--- src/rtl/reg_file_param_if.sv ---
// Bus bundle for reg_file_param: one write port, two registered read ports
// with valid flags, and the clear request / busy pair.
interface reg_file_param_if #(
    parameter int WIDTH  = 8,
    parameter int ADDR_W = 3
);
    logic [WIDTH-1:0]  IN;
    logic [ADDR_W-1:0] INADDRESS;
    logic              WRITE;
    logic [ADDR_W-1:0] OUT1ADDRESS;
    logic [ADDR_W-1:0] OUT2ADDRESS;
    logic [WIDTH-1:0]  OUT1;
    logic [WIDTH-1:0]  OUT2;
    logic              OUT1VALID;
    logic              OUT2VALID;
    logic              CLEAR;
    logic              BUSY;

    modport master (
        output IN, INADDRESS, WRITE, OUT1ADDRESS, OUT2ADDRESS, CLEAR,
        input  OUT1, OUT2, OUT1VALID, OUT2VALID, BUSY
    );

    modport slave (
        input  IN, INADDRESS, WRITE, OUT1ADDRESS, OUT2ADDRESS, CLEAR,
        output OUT1, OUT2, OUT1VALID, OUT2VALID, BUSY
    );
endinterface

--- src/rtl/reg_file_param.sv ---
// Parameterised register file: two registered read ports with per-register
// valid flags, optional write forwarding, optional zero register, sequential clear.
//
// state | meaning
// IDLE  | normal operation, writes accepted
// CLR   | zeroing one register per cycle at cnt; writes and CLEAR ignored
module reg_file_param #(
    parameter int WIDTH    = 8,
    parameter int ADDR_W   = 3,
    parameter int BYPASS   = 1,
    parameter int ZERO_REG = 0
) (
    input logic              CLOCK,
    input logic              RESET,
    reg_file_param_if.slave  bus
);
    localparam int DEPTH = 1 << ADDR_W;
    localparam logic [ADDR_W-1:0] LAST = ADDR_W'(DEPTH - 1);

    typedef enum logic {IDLE, CLR} state_t;

    state_t            state;
    logic [WIDTH-1:0]  mem [DEPTH];
    logic [DEPTH-1:0]  valid;
    logic [ADDR_W-1:0] cnt;
    logic              busy;
    logic [WIDTH-1:0]  out1;
    logic [WIDTH-1:0]  out2;
    logic              out1_v;
    logic              out2_v;

    logic zero_wr, wr_acc, fwd1, fwd2, zero1, zero2;

    // A discarded write to the zero register must neither store nor forward.
    assign zero_wr = (ZERO_REG != 0) && (bus.INADDRESS == '0);
    assign wr_acc  = bus.WRITE && !busy && !zero_wr;
    assign fwd1    = (BYPASS != 0) && wr_acc && (bus.INADDRESS == bus.OUT1ADDRESS);
    assign fwd2    = (BYPASS != 0) && wr_acc && (bus.INADDRESS == bus.OUT2ADDRESS);
    assign zero1   = (ZERO_REG != 0) && (bus.OUT1ADDRESS == '0);
    assign zero2   = (ZERO_REG != 0) && (bus.OUT2ADDRESS == '0);

    always_ff @(posedge CLOCK or posedge RESET) begin
        if (RESET) begin
            state  <= IDLE;
            busy   <= 1'b0;
            cnt    <= '0;
            valid  <= '0;
            out1   <= '0;
            out2   <= '0;
            out1_v <= 1'b0;
            out2_v <= 1'b0;
            for (int i = 0; i < DEPTH; i++) begin
                mem[i] <= '0;
            end
        end else begin
            case (state)
                IDLE: begin
                    if (bus.CLEAR) begin
                        state <= CLR;
                        busy  <= 1'b1;
                        cnt   <= '0;
                    end
                end
                CLR: begin
                    mem[cnt]   <= '0;
                    valid[cnt] <= 1'b0;
                    cnt        <= cnt + 1'b1;
                    if (cnt == LAST) begin
                        state <= IDLE;
                        busy  <= 1'b0;
                    end
                end
                default: begin
                    state <= IDLE;
                    busy  <= 1'b0;
                end
            endcase

            // wr_acc is never true in CLR, so this cannot collide with the clear.
            if (wr_acc) begin
                mem[bus.INADDRESS]   <= bus.IN;
                valid[bus.INADDRESS] <= 1'b1;
            end

            if (zero1) begin
                out1   <= '0;
                out1_v <= 1'b1;
            end else if (fwd1) begin
                out1   <= bus.IN;
                out1_v <= 1'b1;
            end else begin
                out1   <= mem[bus.OUT1ADDRESS];
                out1_v <= valid[bus.OUT1ADDRESS];
            end

            if (zero2) begin
                out2   <= '0;
                out2_v <= 1'b1;
            end else if (fwd2) begin
                out2   <= bus.IN;
                out2_v <= 1'b1;
            end else begin
                out2   <= mem[bus.OUT2ADDRESS];
                out2_v <= valid[bus.OUT2ADDRESS];
            end
        end
    end

    assign bus.OUT1      = out1;
    assign bus.OUT2      = out2;
    assign bus.OUT1VALID = out1_v;
    assign bus.OUT2VALID = out2_v;
    assign bus.BUSY      = busy;
endmodule

--- src/flat_wrapper.sv ---
// flat-port wrapper written by rule: the top's interface ports become plain ports
module reg_file_param_flat 
#(
    parameter int WIDTH    = 8,
    parameter int ADDR_W   = 3,
    parameter int BYPASS   = 1,
    parameter int ZERO_REG = 0
)
  (CLOCK, RESET, bus_IN, bus_INADDRESS, bus_WRITE, bus_OUT1ADDRESS, bus_OUT2ADDRESS, bus_CLEAR, bus_OUT1, bus_OUT2, bus_OUT1VALID, bus_OUT2VALID, bus_BUSY);
  reg_file_param_if #(.WIDTH(WIDTH), .ADDR_W(ADDR_W)) bus_i ();
  input logic CLOCK;
  input logic RESET;
  input wire logic [$bits(bus_i.IN)-1:0] bus_IN;
  input wire logic [$bits(bus_i.INADDRESS)-1:0] bus_INADDRESS;
  input wire logic [$bits(bus_i.WRITE)-1:0] bus_WRITE;
  input wire logic [$bits(bus_i.OUT1ADDRESS)-1:0] bus_OUT1ADDRESS;
  input wire logic [$bits(bus_i.OUT2ADDRESS)-1:0] bus_OUT2ADDRESS;
  input wire logic [$bits(bus_i.CLEAR)-1:0] bus_CLEAR;
  output wire logic [$bits(bus_i.OUT1)-1:0] bus_OUT1;
  output wire logic [$bits(bus_i.OUT2)-1:0] bus_OUT2;
  output wire logic [$bits(bus_i.OUT1VALID)-1:0] bus_OUT1VALID;
  output wire logic [$bits(bus_i.OUT2VALID)-1:0] bus_OUT2VALID;
  output wire logic [$bits(bus_i.BUSY)-1:0] bus_BUSY;
  assign bus_i.IN = bus_IN;
  assign bus_i.INADDRESS = bus_INADDRESS;
  assign bus_i.WRITE = bus_WRITE;
  assign bus_i.OUT1ADDRESS = bus_OUT1ADDRESS;
  assign bus_i.OUT2ADDRESS = bus_OUT2ADDRESS;
  assign bus_i.CLEAR = bus_CLEAR;
  assign bus_OUT1 = bus_i.OUT1;
  assign bus_OUT2 = bus_i.OUT2;
  assign bus_OUT1VALID = bus_i.OUT1VALID;
  assign bus_OUT2VALID = bus_i.OUT2VALID;
  assign bus_BUSY = bus_i.BUSY;
  reg_file_param #(.WIDTH(WIDTH), .ADDR_W(ADDR_W), .BYPASS(BYPASS), .ZERO_REG(ZERO_REG)) u_core (.CLOCK(CLOCK), .RESET(RESET), .bus(bus_i));
endmodule
--- config.mk ---
export PLATFORM = sky130hd
export DESIGN_NAME = reg_file_param_flat
export DESIGN_NICKNAME = d
export VERILOG_FILES = /design/src/rtl/reg_file_param_if.sv /design/src/rtl/reg_file_param.sv /design/src/flat_wrapper.sv
export SDC_FILE = /design/constraint.sdc
export NUM_CORES = 1
export LEC_CHECK = 0
export CORE_ASPECT_RATIO = 2
export CORE_UTILIZATION = 50
export CTS_CLUSTER_SIZE = 40
export DETAILED_ROUTE_END_ITERATION = 6
export HOLD_SLACK_MARGIN = 0.12
export PLACE_DENSITY = 0.72
export SLEW_MARGIN = 10
export SYNTH_ARGS = -nofsm -noshare
export SYNTH_HDL_FRONTEND = slang
export SYNTH_SLANG_ARGS = --single-unit
--- constraint.sdc ---
create_clock -name CLOCK -period 4.47 [get_ports CLOCK]
set_input_delay 0.894 -clock CLOCK [delete_from_list [all_inputs] [get_ports CLOCK]]
set_output_delay 0.894 -clock CLOCK [all_outputs]
set_load 0.05 [all_outputs]
==> flow_metrics.tcl <==
set metrics [dict create \
    run_status "completed" \
    cp_max_fo 14 \
    finClkSkew_ps 6.20 \
    synth_seq_cells 95 \
    rr_startpoint "u_core.bus.BUSY" \
    layout-drive-gt1-share_pct 9.41 \
    grt_antenna_before_repair 0 \
    cts-hold-fix-buffers 0 \
    p_sw_mw 1.38 \
    reg2reg_to "u_core.bus.OUT2[5]" \
    critPathLaunchType "primary input" \
    holdPathStages 2 \
    maxCapViolations 0 \
    layout_common_cells "mux2i_1, dfrtp_1, nand2_1" \
    syn_avg_cell_area_um2 13.1 \
    finalWirelength_um 11500 \
    num_rows 51 \
    p_sw_share_pct 37.1 \
    synth.area.top_cells "dfrtp_1, mux2i_1, mux4_1, nand2_1, mux4_2" \
    start_util_pct 51.8 \
    chipHeight_um 145 \
    ys_types 29 \
    end_kind "register" \
    route.detailed.drc 0 \
    core_um2 9830 \
    grt_max_degree 36 \
    overflow 0 \
    pwr-share-seq_pct 41.4 \
    ys.warnings.count 0 \
    hp-class "reg -> reg" \
    synth_area_um2 5090 \
    routabilityCongestion 0.826 \
    grt_pass1_vias 3456 \
    synth_top_area_share_pct 46.7 \
    total_leakage_power_nw 2.93 \
    cts_setup_buffers 0 \
    fmax_mhz 340 \
    period_share_pct 65.7 \
    area_growth_pct 15.0 \
    hpwl_um 8480 \
    yosys.area.top_type "dfrtp_1" \
    post-place-ws_ps 1200 \
    drtPass1Iterations 5 \
    n_antenna_cell 0 \
    finalSetupTns_ps 0 \
    grt_pass1_wl_um 18400 \
    num-nets-final 443 \
    pwr-share-clk_pct 21.2 \
    ctsResizeCount 0 \
    slew_viol_final 0 \
    p_per_area_nw_per_um2 633 \
    rsz0062_at_grt "false" \
    async_reset_ff_share_pct 100 \
    ff2ff_path_depth 3 \
    fin_crit_ps 2940 \
    cts_tree "built" \
    clk_pin_slew_worst_paths_ps 70 \
    synth_edf_count 0 \
    slew_headroom_pct 38.4 \
    rrSetupSlack_ps 2610 \
    root_buffer "clkbuf_16" \
    setup_ws_ps 1530 \
    ios 40 \
    critPathKind "in -> reg" \
    vias 3320 \
    track_usage_pct 24.0 \
    die_x_um 73.4 \
    yosysSeqAreaShare_pct 46.7 \
    initialDrtViolationCount 193 \
    portBuffers 39 \
    cts.sinks 95 \
    min_from "u_core.valid[1]" \
    setup_violations 0 \
    clock_latency_ps 350 \
    ir_drop_mv 0.391 \
    clk_path_buf_depth 2 \
    numCtsBuffers 9 \
    worst_pin_slew_ps 921 \
    min_to "u_core.valid[1]" \
    layout_commonest_cell "mux2i_1" \
    h-tree-depth 3 \
    critPathArrivalTime_ps 3180 \
    viasPerCell 5.96 \
    pwr-share-comb_pct 37.4 \
    wl_per_cell_um 20.6 \
    worstPathRequired_ps 4710 \
    intPower_mw 2.33 \
    synthesis.nets 411 \
    hold_viol_final 0 \
    fp.dieArea_um2 10600 \
    ant_nets 0 \
    postSynthCellCount 388 \
    ys.flop_type "dfrtp_1" \
]
-- worst max path at each step --
stage                              end  slack [ps]                from  depth (start not counted)
global route        u_core.bus.OUT2[5]        1450  bus_OUT2ADDRESS[0]                          4
finish              u_core.bus.OUT2[5]        1530  bus_OUT2ADDRESS[0]                          4
CTS                 u_core.bus.OUT2[5]        1550  bus_OUT2ADDRESS[0]                          4
global placement    u_core.bus.OUT2[2]        1250  bus_OUT2ADDRESS[0]                          4
floorplan              u_core.bus.BUSY        1100               RESET                          1
detailed placement  u_core.bus.OUT1[3]        1200  bus_OUT1ADDRESS[0]                          4
-- stage by stage --
stage	hold slack [ps]	utilization (%)	total power, mW	cell area (µm²)	instances
2_1_floorplan	452	-	2.49	5090	388
3_3_place_gp	465	56.4	2.86	5550	541
3_5_place_dp	473	56.4	2.94	5550	541
4_1_cts	489	59.6	3.72	5860	557
5_1_grt	520	59.6	3.91	5860	557
6_report	485	59.6	3.71	5860	557
-- cells in the mapped netlist (2+ instances only) --
cell type,n
a21oi_1,3
buf_4,3
buf_6,2
nand4b_1,3
mux4_2,12
nand2_1,81
ha_1,2
nand4bb_1,3
clkinv_1,8
inv_1,2
mux4_1,24
o21ai_0,3
clkbuf_1,8
mux2i_1,98
nand4_1,3
nor2_1,2
xnor2_1,6
a21o_1,4
buf_12,2
nor3b_1,2
dfrtp_1,95
nand3b_1,3
buf_2,13
-- critical path: stages --
cell             delay (ps)
clkdlybuf4s50_1        1040
xnor2_1                 190
nand4_1                 640
mux2i_1                 400
-- kinds of logic after synthesis --
| kind of cell | Yosys count | share of synthesized area, % |
|---|---|---|
| xor gates and xnor gates | 6 | 1.03 |
| and+or+nand+nor | 103 | 9.41 |
| DFF | 95 | 46.7 |
| adders and majority gates | 2 | 0.491 |
| muxes | 134 | 36.9 |
| AOI/OAI and AO/OA | 10 | 1.18 |
| buffers and inverters | 38 | 4.27 |
-- flip-flops by register name, summed over array words and instances (netlist names) --
| signal | flops |
|---|---|
| u_core.cnt | 3 |
| u_core.bus.OUT2VALID | 1 |
| u_core.bus.OUT1VALID | 1 |
| u_core.bus.OUT2 | 8 |
| u_core.state | 1 |
| u_core.mem | 64 |
| u_core.bus.OUT1 | 8 |
| u_core.bus.BUSY | 1 |
| u_core.valid | 8 |
-- cell type report --
type,instances,area [µm²]
Timing Repair Buffer,49,465
Clock buffer,12,256
Fill cell,824,3970
Tap cell,132,165
Clock inverter,4,53.8
Sequential cell,95,2380
Inverter,10,38.8
Multi-Input combinational cell,255,2500
-- metal layers --
metal	part of all wire, %	GRT usage, %
met4	2.9	10.5
met2	56	43.3
met5	0	0
met1	38	28.1
met3	3.3	3.05
-- power groups by stage --
stage | combinational, mW | sequential, mW | clock [mW]
2_1_floorplan | 0.798 | 1.70 | 0
3_3_place_gp | 1.34 | 1.51 | 0
3_5_place_dp | 1.39 | 1.54 | 0
4_1_cts | 1.40 | 1.53 | 0.798
5_1_grt | 1.50 | 1.58 | 0.832
6_report | 1.39 | 1.54 | 0.785
Power figures use the tool's default switching activity.
